==> src/rtl/tow_round_ctrl_if.sv <==
// Bundle between the round sequencer and the press latches / display logic.
// The master side is the sequencer; the slave side is the latches plus score logic.
interface tow_round_ctrl_if #(
    parameter int POS_W = 4
);
    logic                    start;
    logic                    latch_l;
    logic                    latch_r;
    logic                    clr_l;
    logic                    clr_r;
    logic                    go;
    logic signed [POS_W-1:0] pos;
    logic                    point_l;
    logic                    point_r;
    logic                    winner_l;
    logic                    winner_r;
    logic [2:0]              state;

    modport master (
        input  start, latch_l, latch_r,
        output clr_l, clr_r, go, pos, point_l, point_r, winner_l, winner_r, state
    );

    modport slave (
        output start, latch_l, latch_r,
        input  clr_l, clr_r, go, pos, point_l, point_r, winner_l, winner_r, state
    );
endinterface

==> src/rtl/tow_round_ctrl.sv <==
// Tug-of-war round sequencer and first-press arbiter; optional early-press fouls under TOW_FOUL_EN.
// Latency: one cycle from a sampled latch to the registered point pulse and pos update.
// Backpressure: none; latches are held cleared outside the open window, start is ignored mid-game.
module tow_round_ctrl #(
    parameter int GO_DELAY    = 16,
    parameter int HOLD_CYCLES = 8,
    parameter int POS_MAX     = 4,
    parameter int POS_W       = 4
) (
    input  logic             clk,
    input  logic             rst,
    tow_round_ctrl_if.master bus
);
    typedef enum logic [2:0] {
        S_IDLE  = 3'd0,
        S_CLEAR = 3'd1,
        S_WAIT  = 3'd2,
        S_GO    = 3'd3,
        S_HOLD  = 3'd4,
        S_OVER  = 3'd5
    } state_t;

    localparam int CNT_MAX = (GO_DELAY > HOLD_CYCLES) ? GO_DELAY : HOLD_CYCLES;
    localparam int CNT_W   = $clog2(CNT_MAX + 1);

    localparam logic signed [POS_W-1:0] ONE  = POS_W'(1);
    localparam logic signed [POS_W-1:0] PMAX = POS_W'(POS_MAX);
    localparam logic signed [POS_W-1:0] NMAX = POS_W'(-POS_MAX);

`ifdef TOW_FOUL_EN
    localparam logic WAIT_CLR = 1'b0;
`else
    localparam logic WAIT_CLR = 1'b1;
`endif

    state_t                  st;
    logic [CNT_W-1:0]        cnt;
    logic signed [POS_W-1:0] pos;
    logic                    clr_l, clr_r, go;
    logic                    point_l, point_r;
    logic                    winner_l, winner_r;

    always_ff @(posedge clk) begin
        if (rst) begin
            st       <= S_IDLE;
            cnt      <= '0;
            pos      <= '0;
            clr_l    <= 1'b1;
            clr_r    <= 1'b1;
            go       <= 1'b0;
            point_l  <= 1'b0;
            point_r  <= 1'b0;
            winner_l <= 1'b0;
            winner_r <= 1'b0;
        end else begin
            point_l <= 1'b0;
            point_r <= 1'b0;
            case (st)
                S_IDLE: begin
                    if (bus.start) begin
                        pos <= '0;
                        st  <= S_CLEAR;
                    end
                end
                S_CLEAR: begin
                    cnt   <= CNT_W'(GO_DELAY - 1);
                    clr_l <= WAIT_CLR;
                    clr_r <= WAIT_CLR;
                    st    <= S_WAIT;
                end
                S_WAIT: begin
`ifdef TOW_FOUL_EN
                    // An early press hands the round to the opponent; a double foul scores nothing.
                    if (bus.latch_l || bus.latch_r) begin
                        if (bus.latch_l && !bus.latch_r) begin
                            point_r <= 1'b1;
                            pos     <= pos + ONE;
                        end else if (bus.latch_r && !bus.latch_l) begin
                            point_l <= 1'b1;
                            pos     <= pos - ONE;
                        end
                        cnt   <= CNT_W'(HOLD_CYCLES - 1);
                        clr_l <= 1'b1;
                        clr_r <= 1'b1;
                        st    <= S_HOLD;
                    end else
`endif
                    if (cnt == '0) begin
                        go    <= 1'b1;
                        clr_l <= 1'b0;
                        clr_r <= 1'b0;
                        st    <= S_GO;
                    end else begin
                        cnt <= cnt - 1'b1;
                    end
                end
                S_GO: begin
                    if (bus.latch_l || bus.latch_r) begin
                        if (bus.latch_l && !bus.latch_r) begin
                            point_l <= 1'b1;
                            pos     <= pos - ONE;
                        end else if (bus.latch_r && !bus.latch_l) begin
                            point_r <= 1'b1;
                            pos     <= pos + ONE;
                        end
                        cnt   <= CNT_W'(HOLD_CYCLES - 1);
                        go    <= 1'b0;
                        clr_l <= 1'b1;
                        clr_r <= 1'b1;
                        st    <= S_HOLD;
                    end
                end
                S_HOLD: begin
                    if (cnt == '0) begin
                        if (pos == PMAX || pos == NMAX) begin
                            winner_l <= (pos == NMAX);
                            winner_r <= (pos == PMAX);
                            st       <= S_OVER;
                        end else begin
                            st <= S_CLEAR;
                        end
                    end else begin
                        cnt <= cnt - 1'b1;
                    end
                end
                S_OVER: begin
                    if (bus.start) begin
                        pos      <= '0;
                        winner_l <= 1'b0;
                        winner_r <= 1'b0;
                        st       <= S_CLEAR;
                    end
                end
                default: st <= S_IDLE;
            endcase
        end
    end

    assign bus.state    = st;
    assign bus.pos      = pos;
    assign bus.clr_l    = clr_l;
    assign bus.clr_r    = clr_r;
    assign bus.go       = go;
    assign bus.point_l  = point_l;
    assign bus.point_r  = point_r;
    assign bus.winner_l = winner_l;
    assign bus.winner_r = winner_r;
endmodule

==> src/flat_wrapper.sv <==
// flat-port wrapper written by rule: the top's interface ports become plain ports
module tow_round_ctrl_flat 
#(
    parameter int GO_DELAY    = 16,
    parameter int HOLD_CYCLES = 8,
    parameter int POS_MAX     = 4,
    parameter int POS_W       = 4
)
  (clk, rst, bus_start, bus_latch_l, bus_latch_r, bus_clr_l, bus_clr_r, bus_go, bus_pos, bus_point_l, bus_point_r, bus_winner_l, bus_winner_r, bus_state);
  tow_round_ctrl_if #(.POS_W(POS_W)) bus_i ();
  input  logic clk;
  input  logic rst;
  input wire logic [$bits(bus_i.start)-1:0] bus_start;
  input wire logic [$bits(bus_i.latch_l)-1:0] bus_latch_l;
  input wire logic [$bits(bus_i.latch_r)-1:0] bus_latch_r;
  output wire logic [$bits(bus_i.clr_l)-1:0] bus_clr_l;
  output wire logic [$bits(bus_i.clr_r)-1:0] bus_clr_r;
  output wire logic [$bits(bus_i.go)-1:0] bus_go;
  output wire logic [$bits(bus_i.pos)-1:0] bus_pos;
  output wire logic [$bits(bus_i.point_l)-1:0] bus_point_l;
  output wire logic [$bits(bus_i.point_r)-1:0] bus_point_r;
  output wire logic [$bits(bus_i.winner_l)-1:0] bus_winner_l;
  output wire logic [$bits(bus_i.winner_r)-1:0] bus_winner_r;
  output wire logic [$bits(bus_i.state)-1:0] bus_state;
  assign bus_i.start = bus_start;
  assign bus_i.latch_l = bus_latch_l;
  assign bus_i.latch_r = bus_latch_r;
  assign bus_clr_l = bus_i.clr_l;
  assign bus_clr_r = bus_i.clr_r;
  assign bus_go = bus_i.go;
  assign bus_pos = bus_i.pos;
  assign bus_point_l = bus_i.point_l;
  assign bus_point_r = bus_i.point_r;
  assign bus_winner_l = bus_i.winner_l;
  assign bus_winner_r = bus_i.winner_r;
  assign bus_state = bus_i.state;
  tow_round_ctrl #(.GO_DELAY(GO_DELAY), .HOLD_CYCLES(HOLD_CYCLES), .POS_MAX(POS_MAX), .POS_W(POS_W)) u_core (.clk(clk), .rst(rst), .bus(bus_i));
endmodule
==> config.mk <==
export PLATFORM = sky130hd
export DESIGN_NAME = tow_round_ctrl_flat
export DESIGN_NICKNAME = d
export VERILOG_FILES = /design/src/rtl/tow_round_ctrl_if.sv /design/src/rtl/tow_round_ctrl.sv /design/src/flat_wrapper.sv
export SDC_FILE = /design/constraint.sdc
export NUM_CORES = 1
export LEC_CHECK = 0
export CAP_MARGIN = 20
export CORE_MARGIN = 2
export CORE_UTILIZATION = 55
export CTS_CLUSTER_DIAMETER = 60
export DETAILED_ROUTE_END_ITERATION = 12
export PLACE_DENSITY = 0.83
export SYNTH_ARGS = -nofsm -noshare
export SYNTH_HDL_FRONTEND = slang
export SYNTH_SLANG_ARGS = --single-unit
==> constraint.sdc <==
create_clock -name clk -period 4.6 [get_ports clk]
set_input_delay 0.92 -clock clk [delete_from_list [all_inputs] [get_ports clk]]
set_output_delay 0.92 -clock clk [all_outputs]
set_load 0.05 [all_outputs]
==> key figures <==
GRT
  – Final global-route overflow total: 0
  – Pin count of the biggest net entering global routing: 21
  – Via count of the first global-routing pass: approximately 860
  – Initial antenna violation count: 0
  – First-pass GRT wire length: approximately 3700 µm
  – GRT Total Usage: around 23%

Drt
  – Detailed Routing Iterations Pass 1: 4
  – Via density: 6.08
  – Antenna viol nets, final: 0
  – Number of DRC markers in iteration 0: 24
  – Vias: slightly above 1000
  – WL/cell: 13.9 µm
  – # DRC: 0
  – Final wirelength: ~2300 µm

Outcome
  – Status: finished, final reports clean

Clocking
  – # H-tree levels: 1
  – Reg clk slew, reported paths: about 0.1 ns
  – Worst-skew pair later-pin latency: 0.28 ns
  – Root buffer cell: clkbuf_4
  – Post-CTS Setup Bufs: 0
  – # hold bufs at CTS: 0
  – CTS resizes: 0
  – CTS tree: done
  – CTS buffer count: 3
  – Total clock sinks: 18
  – Max clock buf depth: 2

Synthesis
  – Synth area leader: dfxtp_1
  – Simple-Gate Fraction of Synth Area: about a quarter
  – Avg Inst Size Synth: about 8.5 µm²
  – XOR/XNOR Fraction of Synth Area: 4.90%
  – Synthesized net count: roughly 140
  – Top post-synthesis cells by area: dfxtp_1 34%, ha_1 4.7%, nor2_1 4.6%, a21oi_1 4.2%, o21ai_0 4.2%
  – Main combinational cell family by area after synthesis: simple AND/OR/NAND/NOR gates
  – Post-Syn Area: about 1100 µm²
  – Synth Flop Type: dfxtp_1
  – Ys Warns: 0
  – Post-synthesis compound-gate area fraction: roughly 23%
  – Register area share after synthesis: between 30 and 40%
  – Post-synth EDFFs: 0
  – Post-synthesis register bit count: 18
  – Async set-reset flop share out of synthesis: 0%
  – Cell variety after synth: 44
  – Yosys top cell area share: 33.6%
  – Synthesized instance count: 126
  – Post-synthesis mux area share: under 10%
  – Post-Synth Adder-Cell Area: roughly 4.7%

STA
  – Slew at the pin with the worst max-slew slack: between 0.7 and 0.8 ns
  – Count of pins over their slew limit: 0
  – Setup Viol. Count Final: 0
  – Hold Vio Cnt, Final: 0
  – Setup TNS: 0 ns
  – Worst hold slack: slightly above 0.5 ns
  – Layout Skew: around 0.0013 ns
  – Part of the cycle the worst path needs: between 60% and 70%
  – Rel. slew slack: between 40% and 50%
  – FMAX: around 0.36 GHz
  – Unrepaired setup endpoints after global routing: no
  – Final min period: ~2.8 ns

Setup path
  – Crit path depth: 1
  – Slowest CP cell: clkdlybuf4s50_1
  – R2r worst-path depth: 6
  – Critical Path Sink Type: output port
  – Worst Path Max Fanout: 16
  – Critical Path, Cell by Cell: clkdlybuf4s50_1
  – CP Capture Point: bus_state[0]
  – Worst Path Buf+Inv: 1
  – Crit path from: u_core.bus.state[0]$_SDFFE_PP0P_
  – Worst EP required: between 3 and 4 ns
  – Reg2Reg Setup Slack: approximately 2.7 ns
  – Reg2reg end: u_core.bus.winner_r$_SDFFE_PP0P_
  – CP peak stage delay: slightly above 0.9 ns
  – CP startpoint kind: register
  – RR Startpoint: u_core.cnt[0]$_SDFFE_PP0P_
  – Critical path's top delay family: buffers and inverters
  – Crit path kind: register to output port
  – CP arrival: between 1.5 and 2 ns

Final layout
  – Fin area: ~1300 µm²
  – Share of layout cells above drive strength 1: under 10%
  – Final net count: ~150
  – ANT cells: 0
  – Fillers: between 100 and 150
  – Layout area overhead: 19.0%
  – Final Util: 71.6%

Placement
  – Dpl hpwl: 1650 µm
  – Port Buffers: 18
  – GPL Wtd Cong: 0.858
  – Placed Area: between 1000 and 1500 µm²

Floorplan
  – Chip height: between 40 and 50 µm
  – Io pins: 19
  – Die span in x: about 48 µm
  – # rows: 15
  – Die ar.: 2320 µm²
  – Core Area: ~1800 µm²
  – Initial Utilization: about 60%

Run
  – Max-cap viol count: 0

Pwr
  – Worst VDD drop: 0.261 mV
  – Lkg Pwr: roughly 0.44 nW
  – Pwr dens: approximately 350 nW/µm²

Hold path
  – Hold depth: 1
  – Worst hold-check path type: register to register
  – Min-delay src: u_core.cnt[0]$_SDFFE_PP0P_
## area by class of cell
| class | count | area (µm²) | share of cell area [%] |
|---|---|---|---|
| timing repair buffer | 18 | 180 | 14.1 |
| inverter | 6 | 22.5 | 1.76 |
| clock buffer | 3 | 22.5 | 1.76 |
| sequential | 18 | 360 | 28.2 |
| tap | 25 | 31.3 | 2.45 |
| multi-input combinational | 96 | 659 | 51.7 |
## worst min path at each step
stage	to	slack (ns)
after floorplan	u_core.cnt[0]$_SDFFE_PP0P_	0.46
after global placement	u_core.cnt[0]$_SDFFE_PP0P_	0.48
after detailed placement	u_core.cnt[0]$_SDFFE_PP0P_	0.49
after CTS	u_core.cnt[0]$_SDFFE_PP0P_	0.51
after global routing	u_core.cnt[0]$_SDFFE_PP0P_	0.55
final	u_core.cnt[0]$_SDFFE_PP0P_	0.51
## per-layer routing
layer	share of wire, %	vias up	global-route usage (%)
met2	46	38	35.8
met3	4.8	2	4.44
li1	-	493	-
met4	0.65	0	9.73
met1	48	476	31.1
met5	0	-	0
## synth_stat cells (3+ instances only)
| cell | number |
|---|---|
| nand2_1 | 8 |
| nor2_1 | 13 |
| ha_1 | 4 |
| buf_2 | 3 |
| nand2b_1 | 3 |
| a21oi_1 | 9 |
| xnor2_1 | 4 |
| dfxtp_1 | 18 |
| nor3_1 | 5 |
| nand3b_1 | 3 |
| inv_1 | 6 |
| o21ai_0 | 9 |
## cells by family after synthesis
group           Yosys count
simple gates             48
compound gates           36
flops                    18
buf+inv                  12
xor+xnor                  6
fa+ha+maj                 4
mux                       2
## placed cells by master, fill, tap and decap left out, drive strengths merged, types with 2 or more instances in the layout
cell,count
a211oi,2
a21oi,9
a221o,2
a31oi,2
clkbuf,3
clkdlybuf4s50,18
dfxtp,18
ha,4
inv,6
nand2,8
nand2b,3
nand3b,3
nor2,14
nor2b,2
nor3,5
nor3b,2
nor4b,2
o21ai,9
or3b,2
xnor2,4
xor2,2
## registers in the layout (all words and copies together), names as in the netlist
name	count
u_core.cnt	5
u_core.bus.pos	4
u_core.bus.state	3
u_core.bus.clr_l	1
u_core.bus.go	1
u_core.bus.point_l	1
u_core.bus.point_r	1
u_core.bus.winner_l	1
u_core.bus.winner_r	1
## worst register-to-register path, stage by stage (launching register included)
cell	delay [ns]
dfxtp_1	0.34
inv_1	0.08
ha_1	0.16
or4b_4	0.51
nor4_4	0.33
mux2_4	0.33
nor2_2	0.07
## power by group
part | switching [mW] | total [mW] | internal [mW]
combinational | 0.100 | 0.169 | 0.0691
sequential | 0.0258 | 0.198 | 0.172
clock | 0.0456 | 0.0760 | 0.0304
## stage by stage
step / total power [mW] / worst slack [ns] / instances
3_5_place_dp: 0.370 / 1.75 / 163
2_1_floorplan: 0.329 / 2.56 / 126
5_1_grt: 0.475 / 1.70 / 166
3_3_place_gp: 0.365 / 1.86 / 163
6_report: 0.443 / 1.79 / 166
4_1_cts: 0.447 / 1.79 / 166
Power figures use the tool's default switching activity.
